--- config.mk ---
export PLATFORM = sky130hd
export DESIGN_NAME = uart_byte_tx
export DESIGN_NICKNAME = d
export VERILOG_FILES = /design/src/rtl/uart_pkg.sv /design/src/rtl/uart_bit_timer.sv /design/src/rtl/uart_byte_tx.sv
export SDC_FILE = /design/constraint.sdc
export NUM_CORES = 1
export LEC_CHECK = 0
export BUFFER_PORTS_ARGS = -buffer_cell sky130_fd_sc_hd__buf_4
export CELL_PAD_IN_SITES_DETAIL_PLACEMENT = 0
export CELL_PAD_IN_SITES_GLOBAL_PLACEMENT = 1
export CORE_MARGIN = 2
export CORE_UTILIZATION = 45
export DETAILED_ROUTE_END_ITERATION = 8
export PLACE_DENSITY_LB_ADDON = 0.1
export RECOVER_POWER = 100
export SETUP_SLACK_MARGIN = 0.5
export SYNTH_ARGS = -nofsm -noshare
export SYNTH_HDL_FRONTEND = slang
export SYNTH_HIERARCHICAL = 1
export SYNTH_SLANG_ARGS = --single-unit
--- constraint.sdc ---
create_clock -name clk -period 11 [get_ports clk]
set_clock_uncertainty 0.1 [all_clocks]
set_input_delay 0.55 -clock clk [delete_from_list [all_inputs] [get_ports clk]]
set_output_delay 0.55 -clock clk [all_outputs]
set_load 0.05 [all_outputs]
--- src/rtl/uart_pkg.sv ---
`default_nettype none
// ------------------------------------------------------------------
// uart_pkg: baud codes, bit-period divisor and FSM states shared by
// the UART transmitter and receiver.            Rev 1.0
// ------------------------------------------------------------------
package uart_pkg;

  localparam int unsigned DIV_W = 20;

  localparam logic [2:0] BAUD_9600   = 3'd0;
  localparam logic [2:0] BAUD_19200  = 3'd1;
  localparam logic [2:0] BAUD_38400  = 3'd2;
  localparam logic [2:0] BAUD_57600  = 3'd3;
  localparam logic [2:0] BAUD_115200 = 3'd4;

  localparam logic [1:0] ST_IDLE  = 2'd0;
  localparam logic [1:0] ST_START = 2'd1;
  localparam logic [1:0] ST_DATA  = 2'd2;
  localparam logic [1:0] ST_STOP  = 2'd3;

  // Each branch divides two constants, so synthesis folds it to a mux of literals.
  function automatic logic [DIV_W-1:0] baud_div(input int unsigned clk_hz, input logic [2:0] code);
    logic [DIV_W-1:0] div;
    case (code)
      BAUD_19200:  div = DIV_W'(clk_hz / 32'd19200);
      BAUD_38400:  div = DIV_W'(clk_hz / 32'd38400);
      BAUD_57600:  div = DIV_W'(clk_hz / 32'd57600);
      BAUD_115200: div = DIV_W'(clk_hz / 32'd115200);
      default:     div = DIV_W'(clk_hz / 32'd9600);
    endcase
    return div;
  endfunction

endpackage
`default_nettype wire

--- src/rtl/uart_bit_timer.sv ---
`default_nettype none
// ------------------------------------------------------------------
// uart_bit_timer: bit-period down-counter, one-cycle tick on expiry.
// Rev 1.0
// ------------------------------------------------------------------
module uart_bit_timer #(
  parameter int unsigned W = 20
) (
  input  logic         clk,
  input  logic         rst,
  input  logic         i_en,
  input  logic         i_load,
  input  logic [W-1:0] i_div,
  output logic         o_tick
);

  logic [W-1:0] r_cnt;

  // A load starts a period of i_div cycles: the tick lands on its last cycle.
  always_ff @(posedge clk or posedge rst) begin
    if (rst) begin
      r_cnt <= '0;
    end else if (i_load) begin
      r_cnt <= i_div - W'(1);
    end else if (i_en && (r_cnt != '0)) begin
      r_cnt <= r_cnt - W'(1);
    end
  end

  assign o_tick = i_en && (r_cnt == '0);

endmodule
`default_nettype wire

--- src/rtl/uart_byte_tx.sv ---
`default_nettype none
// ------------------------------------------------------------------
// uart_byte_tx: 8N1 UART transmitter with one-byte holding register.
// Rev 1.0
// ------------------------------------------------------------------
module uart_byte_tx #(
  parameter int unsigned CLK_HZ = 50000000
) (
  input  logic       clk,
  input  logic       rst,
  input  logic [2:0] i_TXD_Baud,
  input  logic [7:0] i_TXD_Data,
  input  logic       i_TXD_Valid,
  output logic       o_TXD_Ready,
  output logic       o_TXD_Tx,
  output logic       o_TXD_Busy,
  output logic       o_TXD_Done
);

  import uart_pkg::*;

  logic [1:0]       r_state;
  logic [7:0]       r_shift;
  logic [2:0]       r_bitcnt;
  logic [7:0]       r_hold;
  logic             r_hold_full;
  logic             r_ready;
  logic             r_tx;
  logic             r_busy;
  logic [DIV_W-1:0] r_div;

  logic [1:0]       w_state_nxt;
  logic [7:0]       w_shift_nxt;
  logic [2:0]       w_bitcnt_nxt;
  logic [7:0]       w_hold_nxt;
  logic             w_hold_full_nxt;
  logic             w_tx_nxt;
  logic             w_load;
  logic             w_start;
  logic             w_take;
  logic             w_accept;
  logic             w_tick;
  logic [DIV_W-1:0] w_div_now;
  logic [DIV_W-1:0] w_div_sel;

  assign w_accept  = i_TXD_Valid && r_ready;
  assign w_div_now = baud_div(CLK_HZ, i_TXD_Baud);
  // The baud code only matters on the edge that launches a start bit.
  assign w_div_sel = w_start ? w_div_now : r_div;

  uart_bit_timer #(
    .W (DIV_W)
  ) u_bit_timer (
    .clk    (clk),
    .rst    (rst),
    .i_en   (r_state != ST_IDLE),
    .i_load (w_load),
    .i_div  (w_div_sel),
    .o_tick (w_tick)
  );

  always_comb begin
    w_state_nxt     = r_state;
    w_shift_nxt     = r_shift;
    w_bitcnt_nxt    = r_bitcnt;
    w_hold_nxt      = r_hold;
    w_hold_full_nxt = r_hold_full;
    w_tx_nxt        = r_tx;
    w_load          = 1'b0;
    w_start         = 1'b0;
    w_take          = 1'b0;
    case (r_state)
      ST_IDLE: begin
        w_tx_nxt = 1'b1;
        if (w_accept) begin
          w_take      = 1'b1;
          w_start     = 1'b1;
          w_load      = 1'b1;
          w_shift_nxt = i_TXD_Data;
          w_state_nxt = ST_START;
          w_tx_nxt    = 1'b0;
        end
      end
      ST_START: begin
        if (w_tick) begin
          w_load       = 1'b1;
          w_state_nxt  = ST_DATA;
          w_tx_nxt     = r_shift[0];
          w_shift_nxt  = {1'b0, r_shift[7:1]};
          w_bitcnt_nxt = 3'd0;
        end
      end
      ST_DATA: begin
        if (w_tick) begin
          w_load = 1'b1;
          if (r_bitcnt == 3'd7) begin
            w_state_nxt = ST_STOP;
            w_tx_nxt    = 1'b1;
          end else begin
            w_tx_nxt     = r_shift[0];
            w_shift_nxt  = {1'b0, r_shift[7:1]};
            w_bitcnt_nxt = r_bitcnt + 3'd1;
          end
        end
      end
      ST_STOP: begin
        // Last stop cycle: chain straight into the next start bit when a byte waits.
        if (w_tick) begin
          if (r_hold_full) begin
            w_start         = 1'b1;
            w_load          = 1'b1;
            w_shift_nxt     = r_hold;
            w_hold_full_nxt = 1'b0;
            w_state_nxt     = ST_START;
            w_tx_nxt        = 1'b0;
          end else if (w_accept) begin
            w_take      = 1'b1;
            w_start     = 1'b1;
            w_load      = 1'b1;
            w_shift_nxt = i_TXD_Data;
            w_state_nxt = ST_START;
            w_tx_nxt    = 1'b0;
          end else begin
            w_state_nxt = ST_IDLE;
            w_tx_nxt    = 1'b1;
          end
        end
      end
      default: begin
        w_state_nxt = ST_IDLE;
        w_tx_nxt    = 1'b1;
      end
    endcase
    if (w_accept && !w_take) begin
      w_hold_nxt      = i_TXD_Data;
      w_hold_full_nxt = 1'b1;
    end
  end

  always_ff @(posedge clk or posedge rst) begin
    if (rst) begin
      r_state     <= ST_IDLE;
      r_shift     <= 8'h00;
      r_bitcnt    <= 3'd0;
      r_hold      <= 8'h00;
      r_hold_full <= 1'b0;
      r_ready     <= 1'b0;
      r_tx        <= 1'b1;
      r_busy      <= 1'b0;
      r_div       <= '0;
    end else begin
      r_state     <= w_state_nxt;
      r_shift     <= w_shift_nxt;
      r_bitcnt    <= w_bitcnt_nxt;
      r_hold      <= w_hold_nxt;
      r_hold_full <= w_hold_full_nxt;
      r_ready     <= !w_hold_full_nxt;
      r_tx        <= w_tx_nxt;
      r_busy      <= (w_state_nxt != ST_IDLE);
      r_div       <= w_div_sel;
    end
  end

  assign o_TXD_Ready = r_ready;
  assign o_TXD_Tx    = r_tx;
  assign o_TXD_Busy  = r_busy;
  assign o_TXD_Done  = (r_state == ST_STOP) && w_tick;

endmodule
`default_nettype wire

; Word level (Yosys, flattened, before mapping)
; Cells that the tools add are included.
[word_totals]
mem_bits_rw = 0
mem_bits_ro = 0
mem_count = 0
elab_cells = 85
in_bits = 14
latchBits = 0
output_inout_bits = 4
regBits = 65
[classes]
bitwise = 0
addsub = 3
n_mux = 42
eq_ne = 12
div = 0
shift = 0
order_cmp = 0
n_reduce_logical = 18
multipliers = 0
[ops]
columns = op, n
row1 = 20-bit 2-to-1 mux, 3
row2 = 13-bit one-hot mux with 4 select lines, 1
row3 = 8-bit 2-to-1 mux, 6
row4 = 20-bit by 1-bit subtractor with 20-bit output (second input constant), 2
row5 = 8-bit one-hot mux with 4 select lines, 1
row6 = 20-bit logical NOT, 1
row7 = 20-bit nonzero test, 1
row8 = 1-bit 2-to-1 mux, 17
row9 = 2-bit 2-to-1 mux, 5
row10 = 3-bit 2-to-1 mux, 3
row11 = 2-bit inequality test (second input constant), 4
row12 = 2-bit one-hot mux with 4 select lines, 1
row13 = 4-bit AND reduction, 2
row14 = 2-bit nonzero test, 4
row15 = 3-bit by 2-bit equality test with 1-bit output (second input constant), 2
row16 = 3-bit equality test (second input constant), 2
row17 = 3-bit one-hot mux with 2 select lines, 1
row18 = 1-bit logical AND, 5
row19 = 2-bit equality test (second input constant), 2
row20 = 1-bit one-hot mux with 2 select lines, 2
row21 = 1-bit one-hot mux with 4 select lines, 1
row22 = 3-bit by 1-bit adder with 3-bit output (second input constant), 1
row23 = 3-bit by 1-bit equality test with 1-bit output (second input constant), 1
row24 = 1-bit one-hot mux with 3 select lines, 1
row25 = 5 further kinds, 6

; Logic depth before layout (Yosys ltp)
[logic_depth]
word_depth = 9
depth_mapped = 21
ltp_nobuf = 16

; Modules after synthesis
; The synthesis kept the hierarchy.
[modules_own_cells]
columns = module, n_inst, seq_area_each_um2, area_per_inst_um2, cells_each
row1 = uart_byte_tx, 1, 1127.3, 2104.5, 201
row2 = uart_bit_timer, 1, 500.5, 1632.8, 182

; Worst setup path before layout
; OpenSTA, ideal clock, no wires.
[synth_path]
kind = register to register
from = register r_state[0]
to = register u_bit_timer.r_cnt[14]
arrival_ps = 4768
n_path_buf = 5
path_slack_ps = 6009
t_required_ps = 10776
stages_incl_launch_ff = 22
setup_ps = 124
period_less_slack_ps = 4991
cell_sequence = dfrtp_1 inv_1 ha_1 inv_1 inv_1 nor3_1 buf_2 nand2_1 nor2_1 nor2_1 a21boi_0 buf_2 buf_2 buf_1 clkbuf_1 mux2i_1 ha_1 o221a_2 o2111ai_1 nor3_1 xor2_1 a211o_1
[synth_via]
elab_cells_between_ends = 16
classes_between = add/sub (1) / eq/ne (3) / mux (6) / reduce/logical (6)
[synth_lines]
columns = element, line
row1 = start: declaration, uart_byte_tx.sv:22  ; logic [1:0] r_state;
row2 = start signal: assignment, uart_byte_tx.sv:152  ; r_state <= w_state_nxt;
row3 = 2-bit nonzero test *, uart_byte_tx.sv:56  ; .i_en (r_state != ST_IDLE),
row4 = 1-bit logical AND *, uart_bit_timer.sv:30  ; assign o_tick = i_en && (r_cnt == '0);
row5 = via w_tick, uart_byte_tx.sv:42  ; logic w_tick;
row6 = "1-bit 2-to-1 mux, on equally long branches", "uart_byte_tx.sv:108, uart_byte_tx.sv:85, uart_byte_tx.sv:94"
row7 = 1-bit one-hot mux with 3 select lines *, uart_byte_tx.sv:72  ; case (r_state)
row8 = via w_load, uart_byte_tx.sv:38  ; logic w_load;
row9 = 20-bit 2-to-1 mux / 2-bit nonzero test (equally long branches), n/a
row10 = end signal: assignment, uart_bit_timer.sv:24  ; r_cnt <= i_div - W'(1);
row11 = end signal: assignment, uart_bit_timer.sv:26  ; r_cnt <= r_cnt - W'(1);
row12 = end: declaration, uart_bit_timer.sv:17  ; logic [W-1:0] r_cnt;
; Mark *: on every way through the listed nets, which the timed path passes. The rest lies on a longest branch.
; A chain may end at the register's enable or synchronous reset.

; Worst setup path in the final report
; Ends and elaborated chain as after synthesis.

==> impl_metrics.json <==
{
  "outcome": "complete, but fails checks",
  "violations": "capacitance limit, slew limit",
  "rsz0062_at_grt": "false",
  "power_mw": 0.779,
  "rows": 33,
  "cp_slowest_cell": "clkbuf_1",
  "cp-start-kind": "flop",
  "ctsHoldBuffers": 0,
  "firstDrtPassIters": 4,
  "startpoint": "r_state[0]",
  "gp_congestion": 0.814,
  "antenna_cells": 0,
  "dieArea_um2": 9050,
  "ys_warn_count": 6,
  "cpMostUsedCell": "inv_1",
  "syn_avg_cell_area_um2": 9.76,
  "multi_input_area_um2": 1980,
  "cts.sinks": 65,
  "seq_area_um2": 1630,
  "grt_first_pass_wirelength_mm": 14.1,
  "ir_drop_mv": 0.119,
  "crit_path_end_kind": "flop",
  "coreArea_um2": 8130,
  "synth.distinct_cells": 62,
  "syn_to_final_growth_pct": 11.9,
  "arrival_ns": 6.60,
  "syn_area_um2": 3740,
  "period_minus_slack_ns": 6.47,
  "crit_type": "flop to flop",
  "yosys.area.top_type": "dfrtp_1",
  "cts_root_buffer": "clkbuf_8",
  "htreeDepth": 3,
  "start_util_pct": 45.9,
  "final_cells": 507,
  "ys_async_sr_fraction_pct": 100,
  "grt_max_degree": 46,
  "dr.first_iter.drc_count": 141,
  "synth_flop_cell": "dfrtp_1",
  "yosysTopAreaCellShare_pct": 42.9,
  "setup_violations": 0,
  "cpPeakStageDelay_ns": 1.48,
  "critical_path.cell_chain": "inv_1, ha_1, inv_1, inv_1, nor3_1, clkbuf_1, nand2_1, nor2_1, nor2_1, a21boi_4, clkbuf_1, inv_1, o31ai_1, o2111ai_1, nor3_1, xor2_1, a211o_1",
  "hold_path_class": "primary input to async pin",
  "post_drt_wl_per_cell_um": 16.9,
  "drv_slew": 91,
  "power_density_nw_per_um2": 186,
  "r2r_start": "r_state[0]",
  "post-cts-setup-buffer-count": 0,
  "path_max_fanout": 44,
  "antenna_found_initial": 0,
  "grt_pass1_vias": 2782,
  "post_cts_resized": 0,
  "drive_gt1_share_pct": 11.2,
  "clk_latency_ns": 0.34,
  "via_per_inst": 5.58,
  "ys_seq_area_share_pct": 43.6,
  "whs_ns": 0.240,
  "die_w_um": 95.1,
  "vias": 2827,
  "slew_headroom_pct": -37.1,
  "max_freq_ghz": 0.154,
  "dp_cells": 491,
  "synth_seq_cells": 65,
  "cap_violations": 2,
  "num_io_pins": 18,
  "leakagePower_nw": 1.74,
  "grt_overflow": 0,
  "place_ws_ns": 6.31,
  "syn-num-nets": 405,
  "period_share_pct": 58.8,
  "synth_cells": 383,
  "path_clk_slew_ns": 0.08,
  "drc": 0,
  "cts_tree": "built",
  "drt_wl_total_mm": 8.55,
  "worst_pin_slew_ns": 2.06,
  "setup_tns_ns": 0,
  "cts_buffers": 9,
  "hpwl_mm": 5.83,
  "final_antenna_net_count": 0,
  "synth-edff-count": 0,
  "setup_ws_ns": 4.53,
  "die_y_um": 95.1,
  "gr-usage-all-layers_pct": 20.3,
  "fillers": 744,
  "cts_buffer_depth": 2,
  "io_buffers": 17,
  "yosys-top-cells-area": "dfrtp_1 (43%), xnor2_1 (7.0%), mux2i_1 (4.8%)",
  "final_nets": 419,
  "finalHoldViolations": 0,
  "required_ns": 11.13
}
==> synthesized netlist by cell type, types with 3 or more instances <==
| cell | n |
|---|---|
| or3_1 | 5 |
| and2_1 | 8 |
| inv_1 | 11 |
| xor2_1 | 7 |
| a32oi_1 | 8 |
| o31ai_1 | 4 |
| clkbuf_1 | 9 |
| nor2b_1 | 4 |
| buf_2 | 7 |
| nor4_1 | 6 |
| o21ai_0 | 12 |
| dfrtp_1 | 64 |
| nor2_1 | 36 |
| o2bb2ai_1 | 8 |
| nand2_1 | 29 |
| ha_1 | 8 |
| a21oi_1 | 17 |
| nor3b_1 | 6 |
| a21o_1 | 3 |
| mux2_2 | 9 |
| nand3_1 | 5 |
| o21a_1 | 3 |
| mux2i_1 | 18 |
| nor3_1 | 20 |
| xnor2_1 | 30 |
| nand3b_1 | 3 |
==> cells by family (layout without fill, tap and decap cells) <==
| group | Yosys count | in the layout | synth area share, % |
|---|---|---|---|
| and+or+nand+nor | 139 | 139 | 19.3 |
| AOI/OAI and AO/OA | 79 | 79 | 15.3 |
| DFF | 65 | 65 | 43.6 |
| xor gates and xnor gates | 37 | 37 | 8.67 |
| buffers and inverters | 28 | 47 | 3.05 |
| muxes | 27 | 27 | 7.53 |
| adders and majority gates | 8 | 8 | 2.68 |
==> through the flow <==
stage          utilization (%)  area (um^2)
2_1_floorplan                -         3740
3_3_place_gp              48.7         3960
3_5_place_dp              48.7         3960
4_1_cts                   52.0         4230
5_1_grt                   51.4         4180
6_report                  51.4         4180
==> worst max-delay path: cells and delay by family (launching register included) <==
| kind | cells | cell delay [ns] |
|---|---|---|
| AO/OA/AOI/OAI | 4 | 1.46 |
| XOR/XNOR | 1 | 0.12 |
| adder cells (fa/ha/maj) | 1 | 0.23 |
| buffers and inverters | 6 | 3.04 |
| flip-flops | 1 | 0.41 |
| AND/OR/NAND/NOR | 5 | 0.98 |
==> cells in the final DEF (no fill, tap or decap), types with 3 or more instances in the layout <==
cell type and n:
a21oi_1 17, inv_1 11, and2_0 8, nor2_1 37
o21ai_0 12, nor4_1 7, nand3b_1 3, mux2_2 9
nand3_1 6, or3_1 5, o21a_1 3, xor2_1 7
nor3_1 20, ha_1 8, nand2_1 29, nor2b_1 4
o2bb2ai_1 8, clkbuf_1 7, a21o_1 3, mux2i_1 18
dfrtp_1 64, nor3b_1 6, xnor2_1 30, buf_4 13
clkbuf_8 10, bufinv_16 4, o31ai_1 5, a32oi_1 8
==> report_power, final <==
| part | internal (mW) | leakage (nW) | switching [mW] | total [mW] |
|---|---|---|---|---|
| registers | 0.282 | 0.824 | 0.0448 | 0.327 |
| clock network | 0.181 | 0.137 | 0.0986 | 0.280 |
| logic | 0.0865 | 0.783 | 0.0864 | 0.173 |
==> flip-flops by register name (all words and copies together), names as in the netlist <==
signal	count
r_div	20
u_bit_timer/r_cnt	20
r_hold	8
r_shift	8
r_bitcnt	3
r_state	2
o_TXD_Busy	1
o_TXD_Ready	1
o_TXD_Tx	1
r_hold_full	1
==> final cells by class <==
class / instances / share of cell area, %
clock buffer: 10 / 3.29
timing repair buffer: 20 / 2.96
multi-input combinational: 290 / 47.4
inverter: 11 / 0.987
sequential: 65 / 38.9
tap: 105 / 3.14
clock inverter: 6 / 3.29
==> metal layers <==
layer	vias up	GRT usage [%]	share of wire [%]
met5	-	0	0
met1	1378	27.6	49
li1	1403	-	-
met3	9	3.32	2.9
met4	0	7.37	1.3
met2	37	32.7	47
==> path summary, 6_finish.rpt <==
check | end | slack [ns] | depth (start not counted)
hold reg to reg | r_shift[0] | 0.39 | 1
min in group clk | r_hold[2] | 0.35 | 2
max in group asynchronous | r_div[11] | 9.13 | 2
setup reg to reg | u_bit_timer/r_cnt[14] | 4.53 | 17
setup / recovery | u_bit_timer/r_cnt[14] | 4.53 | 17
hold / removal | u_bit_timer/r_cnt[13] | 0.24 | 2
Power figures use the tool's default switching activity.
